--- src/rtl/servo_update_scheduler.sv ---
// -----------------------------------------------------------------------------
// servo_update_scheduler
//
// Shares the servo controller's duty-cycle write port between four command
// requesters and paces the writes to the servo frame rate. Commands are
// arbitrated round-robin into per-servo shadow registers. Once per frame every
// servo with a pending command is written out in address order, one servo per
// cycle.
//
// Parameters:
//   CLOCK_FREQ  clock frequency in Hz
//   FRAME_HZ    update frame rate; FRAME_CYCLES = CLOCK_FREQ/FRAME_HZ (>= 8)
//   MAX_DUTY    upper clamp applied to accepted duty values
//
// Ports:
//   clock              system clock, rising edge
//   reset              synchronous, active-high reset
//   req_valid[3:0]     command valid, one bit per requester
//   req_address[7:0]   2-bit servo address per requester (req i: [2i+1:2i])
//   req_duty[31:0]     8-bit duty per requester (req i: [8i+7:8i])
//   req_ready[3:0]     one-hot grant; accept = req_valid[i] & req_ready[i]
//   servo_address[1:0] target servo of the current write
//   switch_duty_cycle  duty value of the current write
//   servo_wr           one-cycle write strobe to the servo controller
//   frame_tick         one-cycle pulse at each frame boundary
// -----------------------------------------------------------------------------
module servo_update_scheduler #(
   parameter int         CLOCK_FREQ = 50000000,
   parameter int         FRAME_HZ   = 50,
   parameter logic [7:0] MAX_DUTY   = 8'd200
) (
   input  logic        clock,
   input  logic        reset,
   input  logic [3:0]  req_valid,
   input  logic [7:0]  req_address,
   input  logic [31:0] req_duty,
   output logic [3:0]  req_ready,
   output logic [1:0]  servo_address,
   output logic [7:0]  switch_duty_cycle,
   output logic        servo_wr,
   output logic        frame_tick
);

   localparam int FRAME_CYCLES = CLOCK_FREQ / FRAME_HZ;
   localparam int CNT_W        = (FRAME_CYCLES > 1) ? $clog2(FRAME_CYCLES) : 1;
   localparam logic [CNT_W-1:0] CNT_LAST = CNT_W'(FRAME_CYCLES - 1);

   typedef enum logic {
      IDLE  = 1'b0,
      FLUSH = 1'b1
   } state_t;

   state_t           state_q, state_d;
   logic [1:0]       idx_q, idx_d;
   logic [CNT_W-1:0] cnt_q, cnt_d;
   logic [1:0]       ptr_q, ptr_d;
   logic [3:0]       pending_q, pending_d;
   logic [7:0]       shadow_q [4];
   logic [7:0]       shadow_d [4];
   logic [1:0]       servo_address_q, servo_address_d;
   logic [7:0]       duty_q, duty_d;
   logic             servo_wr_q, servo_wr_d;
   logic             frame_tick_q, frame_tick_d;

   // Arbiter results
   logic [3:0] grant;
   logic [1:0] grant_idx;
   logic       grant_found;
   logic [1:0] cand;

   // Accepted command fields (valid only when grant_found)
   logic [1:0] acc_addr;
   logic [7:0] acc_duty;
   logic [7:0] acc_duty_clamped;
   logic       wrap;

   // --------------------------------------------------------------------------
   // Round-robin arbiter: first asserted req_valid at or after the pointer.
   // Grants only in IDLE and never in a reset cycle.
   // --------------------------------------------------------------------------
   always_comb begin
      // NOTE: every combinational output gets a default first so no path
      // leaves it unassigned, which would otherwise infer a latch.
      grant       = '0;
      grant_idx   = ptr_q;
      grant_found = 1'b0;
      cand        = '0;
      if ((state_q == IDLE) && !reset) begin
         for (int j = 0; j < 4; j++) begin
            cand = ptr_q + 2'(j);   // 2-bit add wraps mod 4
            if (!grant_found && req_valid[cand]) begin
               grant[cand] = 1'b1;
               grant_idx   = cand;
               grant_found = 1'b1;
            end
         end
      end
   end

   assign req_ready = grant;

   assign acc_addr         = req_address[{grant_idx, 1'b0} +: 2];
   assign acc_duty         = req_duty[{grant_idx, 3'b000} +: 8];
   assign acc_duty_clamped = (acc_duty > MAX_DUTY) ? MAX_DUTY : acc_duty;
   assign wrap             = (cnt_q == CNT_LAST);

   // --------------------------------------------------------------------------
   // Next-state logic: frame counter, command capture and flush sequencing.
   // --------------------------------------------------------------------------
   always_comb begin
      state_d         = state_q;
      idx_d           = idx_q;
      ptr_d           = ptr_q;
      pending_d       = pending_q;
      shadow_d        = shadow_q;
      servo_address_d = servo_address_q;
      duty_d          = duty_q;
      servo_wr_d      = 1'b0;
      frame_tick_d    = 1'b0;

      // Free-running frame counter, also counting through FLUSH
      cnt_d = wrap ? '0 : cnt_q + CNT_W'(1);

      unique case (state_q)
         IDLE: begin
            if (grant_found) begin
               shadow_d[acc_addr]  = acc_duty_clamped;  // latest command wins
               pending_d[acc_addr] = 1'b1;
               ptr_d               = grant_idx + 2'd1;
            end
            // Accept in the wrap cycle and flush entry coincide: the command
            // accepted here is already pending when idx 0 is examined.
            if (wrap) begin
               state_d      = FLUSH;
               idx_d        = 2'd0;
               frame_tick_d = 1'b1;
            end
         end

         FLUSH: begin
            // Write only servos with a pending command; otherwise the address
            // and duty outputs keep their last written values.
            if (pending_q[idx_q]) begin
               servo_address_d    = idx_q;
               duty_d             = shadow_q[idx_q];
               servo_wr_d         = 1'b1;
               pending_d[idx_q]   = 1'b0;
            end
            idx_d = idx_q + 2'd1;
            if (idx_q == 2'd3) begin
               state_d = IDLE;
            end
         end

         default: begin
            state_d = IDLE;
         end
      endcase
   end

   // --------------------------------------------------------------------------
   // State registers
   // --------------------------------------------------------------------------
   // NOTE: sequential state uses non-blocking assignments so every flop samples
   // the pre-edge values, independent of statement order.
   always_ff @(posedge clock) begin
      if (reset) begin
         state_q         <= IDLE;
         idx_q           <= '0;
         cnt_q           <= '0;
         ptr_q           <= '0;
         pending_q       <= '0;
         // NOTE: the shadow array is explicitly reset because its contents are
         // part of the defined reset state; it is only four bytes of flops.
         for (int i = 0; i < 4; i++) begin
            shadow_q[i] <= '0;
         end
         servo_address_q <= '0;
         duty_q          <= '0;
         servo_wr_q      <= 1'b0;
         frame_tick_q    <= 1'b0;
      end else begin
         state_q         <= state_d;
         idx_q           <= idx_d;
         cnt_q           <= cnt_d;
         ptr_q           <= ptr_d;
         pending_q       <= pending_d;
         shadow_q        <= shadow_d;
         servo_address_q <= servo_address_d;
         duty_q          <= duty_d;
         servo_wr_q      <= servo_wr_d;
         frame_tick_q    <= frame_tick_d;
      end
   end

   assign servo_address     = servo_address_q;
   assign switch_duty_cycle = duty_q;
   assign servo_wr          = servo_wr_q;
   assign frame_tick        = frame_tick_q;

endmodule
--- config.mk ---
export PLATFORM = sky130hd
export DESIGN_NAME = servo_update_scheduler
export DESIGN_NICKNAME = d
export VERILOG_FILES = /design/src/rtl/servo_update_scheduler.sv
export SDC_FILE = /design/constraint.sdc
export NUM_CORES = 1
export LEC_CHECK = 0
export ABC_CLOCK_PERIOD_IN_PS = 6450
export CORE_MARGIN = 2
export CORE_UTILIZATION = 33
export DETAILED_ROUTE_END_ITERATION = 12
export HOLD_SLACK_MARGIN = 0.15
export PLACE_DENSITY = 0.64
export SLEW_MARGIN = 20
export SYNTH_ARGS = -nofsm -noshare
export SYNTH_HDL_FRONTEND = slang
export SYNTH_SLANG_ARGS = --single-unit
--- constraint.sdc ---
create_clock -name clock -period 6.45 [get_ports clock]
set_clock_uncertainty 0.15 [all_clocks]
set_input_delay 0.9675 -clock clock [delete_from_list [all_inputs] [get_ports clock]]
set_output_delay 0.9675 -clock clock [all_outputs]
set_load 0.01 [all_outputs]
==> results.ini, run 1 <==
[clocking]
cts_setup_buffers=0
ctsHtreeMaxLevel=3
clock_latency_ns=0.33
cts_buffers=9
cts_tree=built
cts_buffer_depth=2
clockRootBuffer=clkbuf_16
cts_resized=0
cts_hold_buf=0
path_clk_slew_ns=0.06
cts_sinks=73

[sta]
fmax_mhz=205
tns_ns=0
tightest_slew_ns=0.856
period_needed_ns=4.87
period_share_pct=75.6
maxSlewHeadroom_pct=42.8
fin_ws_ns=1.58
slew_viol_final=0
hold_viol=0
finalSetupViolations=0
rsz0062_at_grt=false

[grt]
grt-ovfl-total=0
track_usage_pct=14.5
grt_pass1_vias=3285
grt_start_max_net_pins=59
antenna_found_initial=0
grt_pass1_wl_um=15500

[worst_setup_path]
worst_setup_path_end_kind=register
critPathMaxStageDelay_ns=0.66
critPathKind=in -> reg
crit_fanout=17
crit_top_cell=mux2i_1
path_cells=clkdlybuf4s50_1, mux4_2, nor2_2, o21ai_2, xnor2_4, buf_4, mux2i_1, mux2i_1, a21oi_1, a211oi_1, mux2_1
startpoint_type=input pin
r2r_setup_slack_ns=1.69
cp.arrival_ns=4.93
slowest_stage=a21oi_1
required_ns=6.51

[cells_and_area]
antennaDiodeCount=0
final_net_count=568
final-seq-area_um2=1460
final.fill_count=1152
drive_above_1_share_pct=10.3
final_cells=681
mostFrequentLayoutCell=dfxtp_1
synthToLayoutAreaGrowth_pct=25.6
layout_common_cells=dfxtp_1, nor2_1, clkdlybuf4s50_1, nand2_1, a21oi_1
multiInputGateArea_um2=2470

[run]
max_cap_viol_count=0

[floorplanning]
ios=62
die_h_um=115
row_count=40
design.core.area_um2=12100
start_util_pct=34.0
die_area_um2=13300
die_x_um=115

[pwr]
total_power_mw=1.69
max-vdd-ir-drop_v=0.000165
leakage_nw=1.99
power_density_nw_per_um2=328

[logic_synthesis]
netlist_area_um2=4100
syn_inst=463
ys_seq_area_share_pct=35.7
synthFlopType=dfxtp_1
synthArstFlopShare_pct=0
ys_top_cells_by_area=dfxtp_1, mux2i_1, mux4_2
synth_edf_count=0
yosys.area.top_type_share_pct=35.7
avgSynthCellArea_um2=8.84
synth.yosys.warnings=0
synth_top_cell_by_area=dfxtp_1
synth-seq-cells=73
syn_nets=522
ys_types=52

[detailed_routing]
ant_nets=0
vias=3339
first_pass_iters=4
wirelength_um=9190
drtIter0Drc=154
drt-vias-per-instance=4.90
routedWlPerCell_um=13.5
drc=0

[place]
dp_cells=666
gp_congestion=0.822
place_hpwl_um=6700
io_buffer_count=61
post-place-ws_ns=1.25

[worst_hold_path]
hp-class=reg -> reg

[run_status]
outcome=finished clean

power breakdown:
part           switching [mW]  internal, mW
registers              0.0355         0.498
clock network           0.183         0.386
logic                   0.308         0.279
total                   0.526          1.16
cell usage after synthesis, types with 6 or more instances:
| cell | number |
|---|---|
| dfxtp_1 | 73 |
| nor2_1 | 69 |
| nand2_1 | 48 |
| a21oi_1 | 36 |
| mux2i_1 | 33 |
| clkbuf_1 | 16 |
| nand3_1 | 16 |
| ha_1 | 13 |
| mux4_2 | 13 |
| or3_1 | 13 |
| mux2_2 | 10 |
| xor2_1 | 10 |
| xnor2_1 | 9 |
| inv_1 | 8 |
| a211oi_1 | 6 |
| a21o_1 | 6 |
| buf_2 | 6 |
| nor3b_1 | 6 |
| o21ai_0 | 6 |
per-layer routing:
layer	vias up	part of all wire (%)	global-route usage, %
met5	-	0	0
met4	0	1.1	3.94
met3	11	2.7	3.58
met2	48	50	24.6
met1	1572	46	18.5
li1	1708	-	-
kinds of logic after synthesis:
kind of cell | after synthesis | share of synthesized area [%]
flip-flops | 73 | 35.7
XOR/XNOR | 20 | 4.74
AO/OA/AOI/OAI | 70 | 10.7
adder cells (fa/ha/maj) | 13 | 3.97
buffers and inverters | 38 | 4.03
multiplexers | 59 | 18.9
AND/OR/NAND/NOR | 190 | 22.0
cell type report:
type | instances | area share [%]
Clock inverter | 5 | 2.02
Timing Repair Buffer | 64 | 12.2
Inverter | 9 | 0.657
Clock buffer | 10 | 4.64
Multi-Input combinational cell | 352 | 48.0
Tap cell | 168 | 4.09
Sequential cell | 73 | 28.4
sequential cells by signal, indices dropped and copies added, names as in the netlist:
signal,cells
frame_tick,1
idx_q,2
cnt_q,20
shadow_q,32
servo_address,2
pending_q,4
ptr_q,2
state_q,1
switch_duty_cycle,8
servo_wr,1
through the flow:
step | hold slack, ns | instance area [um2] | utilization, %
final | 0.305 | 5140 | 42.7
after global routing | 0.324 | 5140 | 42.7
after CTS | 0.306 | 5140 | 42.7
after detailed placement | 0.298 | 4800 | 39.8
after global placement | 0.290 | 4800 | 39.8
after floorplan | 0.280 | 4100 | -
worst max-delay path, delay by kind of cell:
kind                   cells  cell delay (ns)
XOR/XNOR                   1             0.56
multiplexers               4             1.32
AO/OA/AOI/OAI              3             1.04
buffers and inverters      2             0.90
AND/OR/NAND/NOR            1             0.13
final timing paths:
path              cells after the start          from            to
setup / recovery                     11  req_valid[3]  shadow_q[20]
hold reg to reg                       2  shadow_q[19]  shadow_q[19]
setup reg to reg                     12      ptr_q[0]  shadow_q[20]
hold / removal                        2  shadow_q[19]  shadow_q[19]
No activity file was read; power rests on OpenSTA's default activity.
==> inputs of run 2 (changes only) <==
--- a/config.mk
+++ b/config.mk
@@ -5,12 +5,12 @@
 export SDC_FILE = /design/constraint.sdc
 export NUM_CORES = 1
 export LEC_CHECK = 0
-export ABC_CLOCK_PERIOD_IN_PS = 6450
+export ABC_CLOCK_PERIOD_IN_PS = 3950
 export CORE_MARGIN = 2
 export CORE_UTILIZATION = 33
 export DETAILED_ROUTE_END_ITERATION = 12
 export HOLD_SLACK_MARGIN = 0.15
-export PLACE_DENSITY = 0.64
+export PLACE_DENSITY = 0.66
 export SLEW_MARGIN = 20
 export SYNTH_ARGS = -nofsm -noshare
 export SYNTH_HDL_FRONTEND = slang
==> constraint.sdc (replaced) <==
create_clock -name clock -period 3.95 [get_ports clock]
set_clock_uncertainty 0.15 [all_clocks]
set_input_delay 0.5925 -clock clock [delete_from_list [all_inputs] [get_ports clock]]
set_output_delay 0.5925 -clock clock [all_outputs]
set_load 0.01 [all_outputs]
==> results.ini, run 2 (synthesized netlist as in run 1, its figures left out) <==
[clocking]
path_clk_slew_ns=0.05  ; about the same
cts_tree=built
ctsHtreeMaxLevel=3  ; unchanged
cts_buffer_depth=2  ; unchanged
clock_latency_ns=0.32  ; about the same
clockRootBuffer=clkbuf_16
cts_buffers=9  ; unchanged
cts_sinks=73  ; unchanged

[floorplanning]
row_count=40  ; unchanged
ios=62  ; unchanged
die_area_um2=13300  ; unchanged
start_util_pct=34.0  ; unchanged
die_h_um=115  ; unchanged
design.core.area_um2=12100  ; unchanged
die_x_um=115  ; unchanged

[worst_setup_path]
endpoint=req_ready[3]
startpoint=req_valid[2]
path_cells=clkdlybuf4s50_1, buf_4, mux4_2, buf_4, nor2b_1, a22oi_1, nor2_1, a221oi_1, nor2_1, clkdlybuf4s50_1
cp.arrival_ns=3.13  ; -1.80 ns
critPathKind=in -> out
critPathMaxStageDelay_ns=0.54  ; -0.12 ns
r2r_cells=12  ; unchanged
worst_setup_path_end_kind=output port
rr_startpoint=ptr_q[0]
required_ns=3.21  ; -3.30 ns
slowest_stage=clkdlybuf4s50_1
startpoint_type=input pin
crit_fanout=6  ; -11
r2r_setup_slack_ns=0.39  ; -1.30 ns
path_buf_inv=4  ; +2
reg2reg_to=shadow_q[2]
crit_cells=10  ; -1
crit_family=buffers and inverters

[sta]
period_share_pct=98.1
rsz0062_at_grt=false
period_needed_ns=3.87
hold_viol=0  ; unchanged
fmax_mhz=258
maxSlewHeadroom_pct=51.1  ; +8.3 points
finalSetupViolations=0  ; unchanged
slew_viol_final=0  ; unchanged
tns_ns=0  ; unchanged
tightest_slew_ns=0.734  ; -0.123 ns
hold_ws_ns=0.302  ; -0.00211 ns

[pwr]
max-vdd-ir-drop_v=0.000263  ; +59%
leakage_nw=2.13  ; +6.6%
power_density_nw_per_um2=531  ; +62%

[detailed_routing]
drt-vias-per-instance=4.99  ; +1.7%
drc=0  ; unchanged
vias=3551  ; +6.3%
wirelength_um=9850  ; +7.1%
drtIter0Drc=157  ; +1.9%
ant_nets=0  ; unchanged
routedWlPerCell_um=13.8  ; +2.5%
first_pass_iters=4  ; unchanged

[worst_hold_path]
hp-start=shadow_q[16]
hold_depth=2  ; unchanged
hp-class=reg -> reg

[cells_and_area]
antennaDiodeCount=0  ; unchanged
largest_reg_flops=32  ; unchanged
final_cells=712  ; +4.6%
final_net_count=598  ; +5.3%
mostFrequentLayoutCell=dfxtp_1
top_register=shadow_q
layout_common_cells=dfxtp_1, nor2_1, clkdlybuf4s50_1, nand2_1, a21oi_1
final_core_util_pct=44.4  ; +1.7 points
drive_above_1_share_pct=15.3  ; +4.9 points
synthToLayoutAreaGrowth_pct=30.7
stdcell_area_um2=5350  ; +4.0%

[grt]
grt_start_max_net_pins=59  ; unchanged
antenna_found_initial=0  ; unchanged
grt_pass1_wl_um=16300  ; +5.2%
grt-ovfl-total=0  ; unchanged
grt_pass1_vias=3482  ; +6.0%
track_usage_pct=15.1  ; +0.59 points

[place]
gp_congestion=0.833  ; +1.4%
postPlaceCellArea_um2=5000  ; +4.1%
io_buffer_count=61  ; unchanged
dp_cells=692  ; +3.9%
place_hpwl_um=7240  ; +8.0%

[run]
max_cap_viol_count=0  ; unchanged

[run_status]
outcome=finished clean

[run 2: cell types whose count changed in the layout (fill, tap and decap cells not counted), sizes merged]
cell,delta
buf,+30
bufinv,-2
clkbuf,+2
clkinv,+1
[run 2: per-stage QoR]
| step | worst slack [ns] | total power [mW] |
|---|---|---|
| after floorplan | 0.131 | 1.64 |
| after global placement | -0.0368 | 1.93 |
| after detailed placement | -0.156 | 1.97 |
| after CTS | 0.0500 | 2.79 |
| after global routing | 0.00173 | 3.00 |
| final | 0.0761 | 2.84 |
[run 2: how the worst min path moves through the flow]
stage	end	slack, ns
floorplan	cnt_q[0]	0.28
global placement	shadow_q[19]	0.29
detailed placement	shadow_q[31]	0.30
CTS	shadow_q[16]	0.30
global route	shadow_q[7]	0.32
finish	shadow_q[16]	0.30
[run 2: worst min-delay path, stage by stage, from the launching register on]
cell and delay, ns:
dfxtp_1 0.30, nand2_1 0.05, a21oi_1 0.05
[run 2: layout make-up]
class	instances	area, um2
Fill cell	1181	6710
Multi-Input combinational cell	352	2470
Sequential cell	73	1460
Timing Repair Buffer	94	878
Clock buffer	12	246
Tap cell	168	210
Clock inverter	4	52.6
Inverter	9	33.8
[run 2: power by group]
| group | switching, mW | internal [mW] |
|---|---|---|
| Combinational | 0.564 | 0.610 |
| Sequential | 0.0503 | 0.814 |
| Clock | 0.296 | 0.507 |
| Total | 0.911 | 1.93 |
[run 2: repair_timing]
| action | in CTS | in global routing |
|---|---|---|
| hold buffers | 0 | 0 |
| setup endpoints to repair | 0 | 31 |
| buffers inserted | 0 | 4 |
| gates resized for setup | 0 | 1 |
[run 2: routing by layer]
layer | part of all wire, % | up-vias | routed length, um | GRT usage (%)
met3 | 3.1 | 15 | 302 | 2.58
li1 | - | 1771 | - | -
met2 | 52 | 55 | 5160 | 27.8
met1 | 43 | 1710 | 4260 | 18.4
met4 | 1.3 | 0 | 129 | 3.45
met5 | 0 | - | 0 | 0
==> inputs of run 3 (changes only) <==
--- a/config.mk
+++ b/config.mk
@@ -6,11 +6,14 @@
 export NUM_CORES = 1
 export LEC_CHECK = 0
 export ABC_CLOCK_PERIOD_IN_PS = 3950
+export CAP_MARGIN = 10
 export CORE_MARGIN = 2
 export CORE_UTILIZATION = 33
 export DETAILED_ROUTE_END_ITERATION = 12
+export GPL_ROUTABILITY_DRIVEN = 0
 export HOLD_SLACK_MARGIN = 0.15
 export PLACE_DENSITY = 0.66
+export SETUP_SLACK_MARGIN = 0.02
 export SLEW_MARGIN = 20
 export SYNTH_ARGS = -nofsm -noshare
 export SYNTH_HDL_FRONTEND = slang
==> results.ini, run 3 (synthesized netlist as in run 1, its figures left out) <==
[cells_and_area]
antennaDiodeCount=0  ; unchanged
final_core_util_pct=44.4  ; about the same
final-seq-area_um2=1460  ; unchanged
mostFrequentLayoutCell=dfxtp_1
synthToLayoutAreaGrowth_pct=30.8  ; about the same
layout_common_cells=dfxtp_1, nor2_1, clkdlybuf4s50_1, nand2_1, a21oi_1
multiInputGateArea_um2=2470  ; +0.10%
drive_above_1_share_pct=15.4  ; +0.18 points
stdcell_area_um2=5360  ; about the same
final.fill_count=1180  ; -0.085%
top_register=shadow_q
largest_reg_flops=32  ; unchanged
final_net_count=598  ; unchanged
final_cells=712  ; unchanged

[floorplanning]
die_x_um=115  ; unchanged
ios=62  ; unchanged
row_count=40  ; unchanged
design.core.area_um2=12100  ; unchanged
die_h_um=115  ; unchanged
start_util_pct=34.0  ; unchanged
die_area_um2=13300  ; unchanged

[worst_setup_path]
cp.arrival_ns=3.03  ; -0.10 ns
crit_family=buffers and inverters
path_cells=clkdlybuf4s50_1, buf_4, mux4_2, buf_4, nor2b_2, a22oi_1, nor2_1, a221oi_1, nor2_1, clkdlybuf4s50_1
rr_startpoint=ptr_q[0]
r2r_setup_slack_ns=0.39  ; about the same
required_ns=3.21  ; about the same
reg2reg_to=shadow_q[2]
crit_fanout=6  ; unchanged
startpoint_type=input pin
slowest_stage=clkdlybuf4s50_1
worst_setup_path_end_kind=output port
r2r_cells=12  ; unchanged
path_buf_inv=4  ; unchanged
critPathKind=in -> out
critPathMaxStageDelay_ns=0.54  ; about the same

[grt]
grt_pass1_wl_um=16300  ; unchanged
grt_pass1_vias=3482  ; unchanged
grt-ovfl-total=0  ; unchanged
antenna_found_initial=0  ; unchanged
grt_start_max_net_pins=59  ; unchanged
track_usage_pct=15.1  ; unchanged

[clocking]
ctsHtreeMaxLevel=3  ; unchanged
cts_sinks=73  ; unchanged
cts_hold_buf=0  ; unchanged
clockRootBuffer=clkbuf_16
path_clk_slew_ns=0.05  ; about the same
cts_buffers=9  ; unchanged
cts_buffer_depth=2  ; unchanged
cts_tree=built
clock_latency_ns=0.32  ; about the same

[detailed_routing]
drt-vias-per-instance=4.98  ; -0.14%
first_pass_iters=4  ; unchanged
ant_nets=0  ; unchanged
drtIter0Drc=154  ; -1.9%
vias=3546  ; -0.14%
drc=0  ; unchanged
wirelength_um=9850  ; about the same
routedWlPerCell_um=13.8  ; about the same

[sta]
finalSetupViolations=0  ; unchanged
hold_viol=0  ; unchanged
slew_viol_final=0  ; unchanged
period_share_pct=95.6  ; -2.5 points
tightest_slew_ns=0.734  ; +0.00000149 ns
period_needed_ns=3.78  ; -0.0986 ns
fmax_mhz=265  ; +2.6%
tns_ns=0  ; unchanged
maxSlewHeadroom_pct=51.1  ; about the same
rsz0062_at_grt=false

[place]
io_buffer_count=61  ; unchanged
postPlaceCellArea_um2=5000  ; unchanged
dp_cells=692  ; unchanged
place_hpwl_um=7240  ; unchanged

[run_status]
outcome=finished clean

[run]
max_cap_viol_count=0  ; unchanged

[pwr]
leakage_nw=2.13  ; about the same
power_density_nw_per_um2=531  ; about the same
max-vdd-ir-drop_v=0.000263  ; about the same
total_power_mw=2.85  ; +0.11%

[worst_hold_path]
min_to=shadow_q[16]
hp-class=reg -> reg
hp-start=shadow_q[16]
hold_depth=2  ; unchanged

run 3: changes by cell type in the layout (fill, tap and decap cells not counted):
cell     delta
nor2b_1     -1
nor2b_2     +1
run 3: cell type report:
| class | instances | area share [%] |
|---|---|---|
| Tap cell | 168 | 3.93 |
| Clock inverter | 4 | 0.981 |
| Sequential cell | 73 | 27.3 |
| Inverter | 9 | 0.631 |
| Multi-Input combinational cell | 352 | 46.1 |
| Clock buffer | 12 | 4.60 |
| Timing Repair Buffer | 94 | 16.4 |
run 3: what timing repair did:
action	4_1_cts	5_1_grt
buffers inserted	0	4
gates resized for setup	0	2
setup endpoints to repair	0	31
run 3: worst max-delay path by stage:
stage	from	end	slack, ns	cells after the start
6_report	req_valid[2]	req_ready[3]	0.17	10
5_1_grt	req_valid[3]	req_ready[0]	0.10	10
4_1_cts	ptr_q[0]	shadow_q[2]	0.05	11
3_5_place_dp	req_valid[2]	shadow_q[9]	-0.16	10
3_3_place_gp	req_valid[1]	shadow_q[1]	-0.04	10
2_1_floorplan	ptr_q[0]	shadow_q[0]	0.13	14
run 3: per-layer routing:
| layer | routed length (um) | track usage [%] | share of wire (%) | vias up |
|---|---|---|---|---|
| met2 | 5160 | 27.8 | 52 | 53 |
| li1 | - | - | - | 1770 |
| met1 | 4260 | 18.4 | 43 | 1708 |
| met4 | 129 | 3.45 | 1.3 | 0 |
| met5 | 0 | 0 | 0 | - |
| met3 | 306 | 2.58 | 3.1 | 15 |
run 3: metrics by stage:
stage               setup WS, ns  hold WS (ns)
floorplan                  0.131         0.280
global placement         -0.0368         0.291
detailed placement        -0.156         0.297
CTS                       0.0500         0.305
global route               0.102         0.323
finish                     0.175         0.302
run 3: worst min-delay path, cell delays in order (launching register included):
cell and delay, ns:
dfxtp_1 0.30, nand2_1 0.05, a21oi_1 0.05
run 3: power breakdown:
part	internal [mW]	total [mW]	switching, mW
registers	0.814	0.864	0.0505
logic	0.611	1.18	0.566
clock network	0.508	0.804	0.296
total	1.93	2.85	0.912
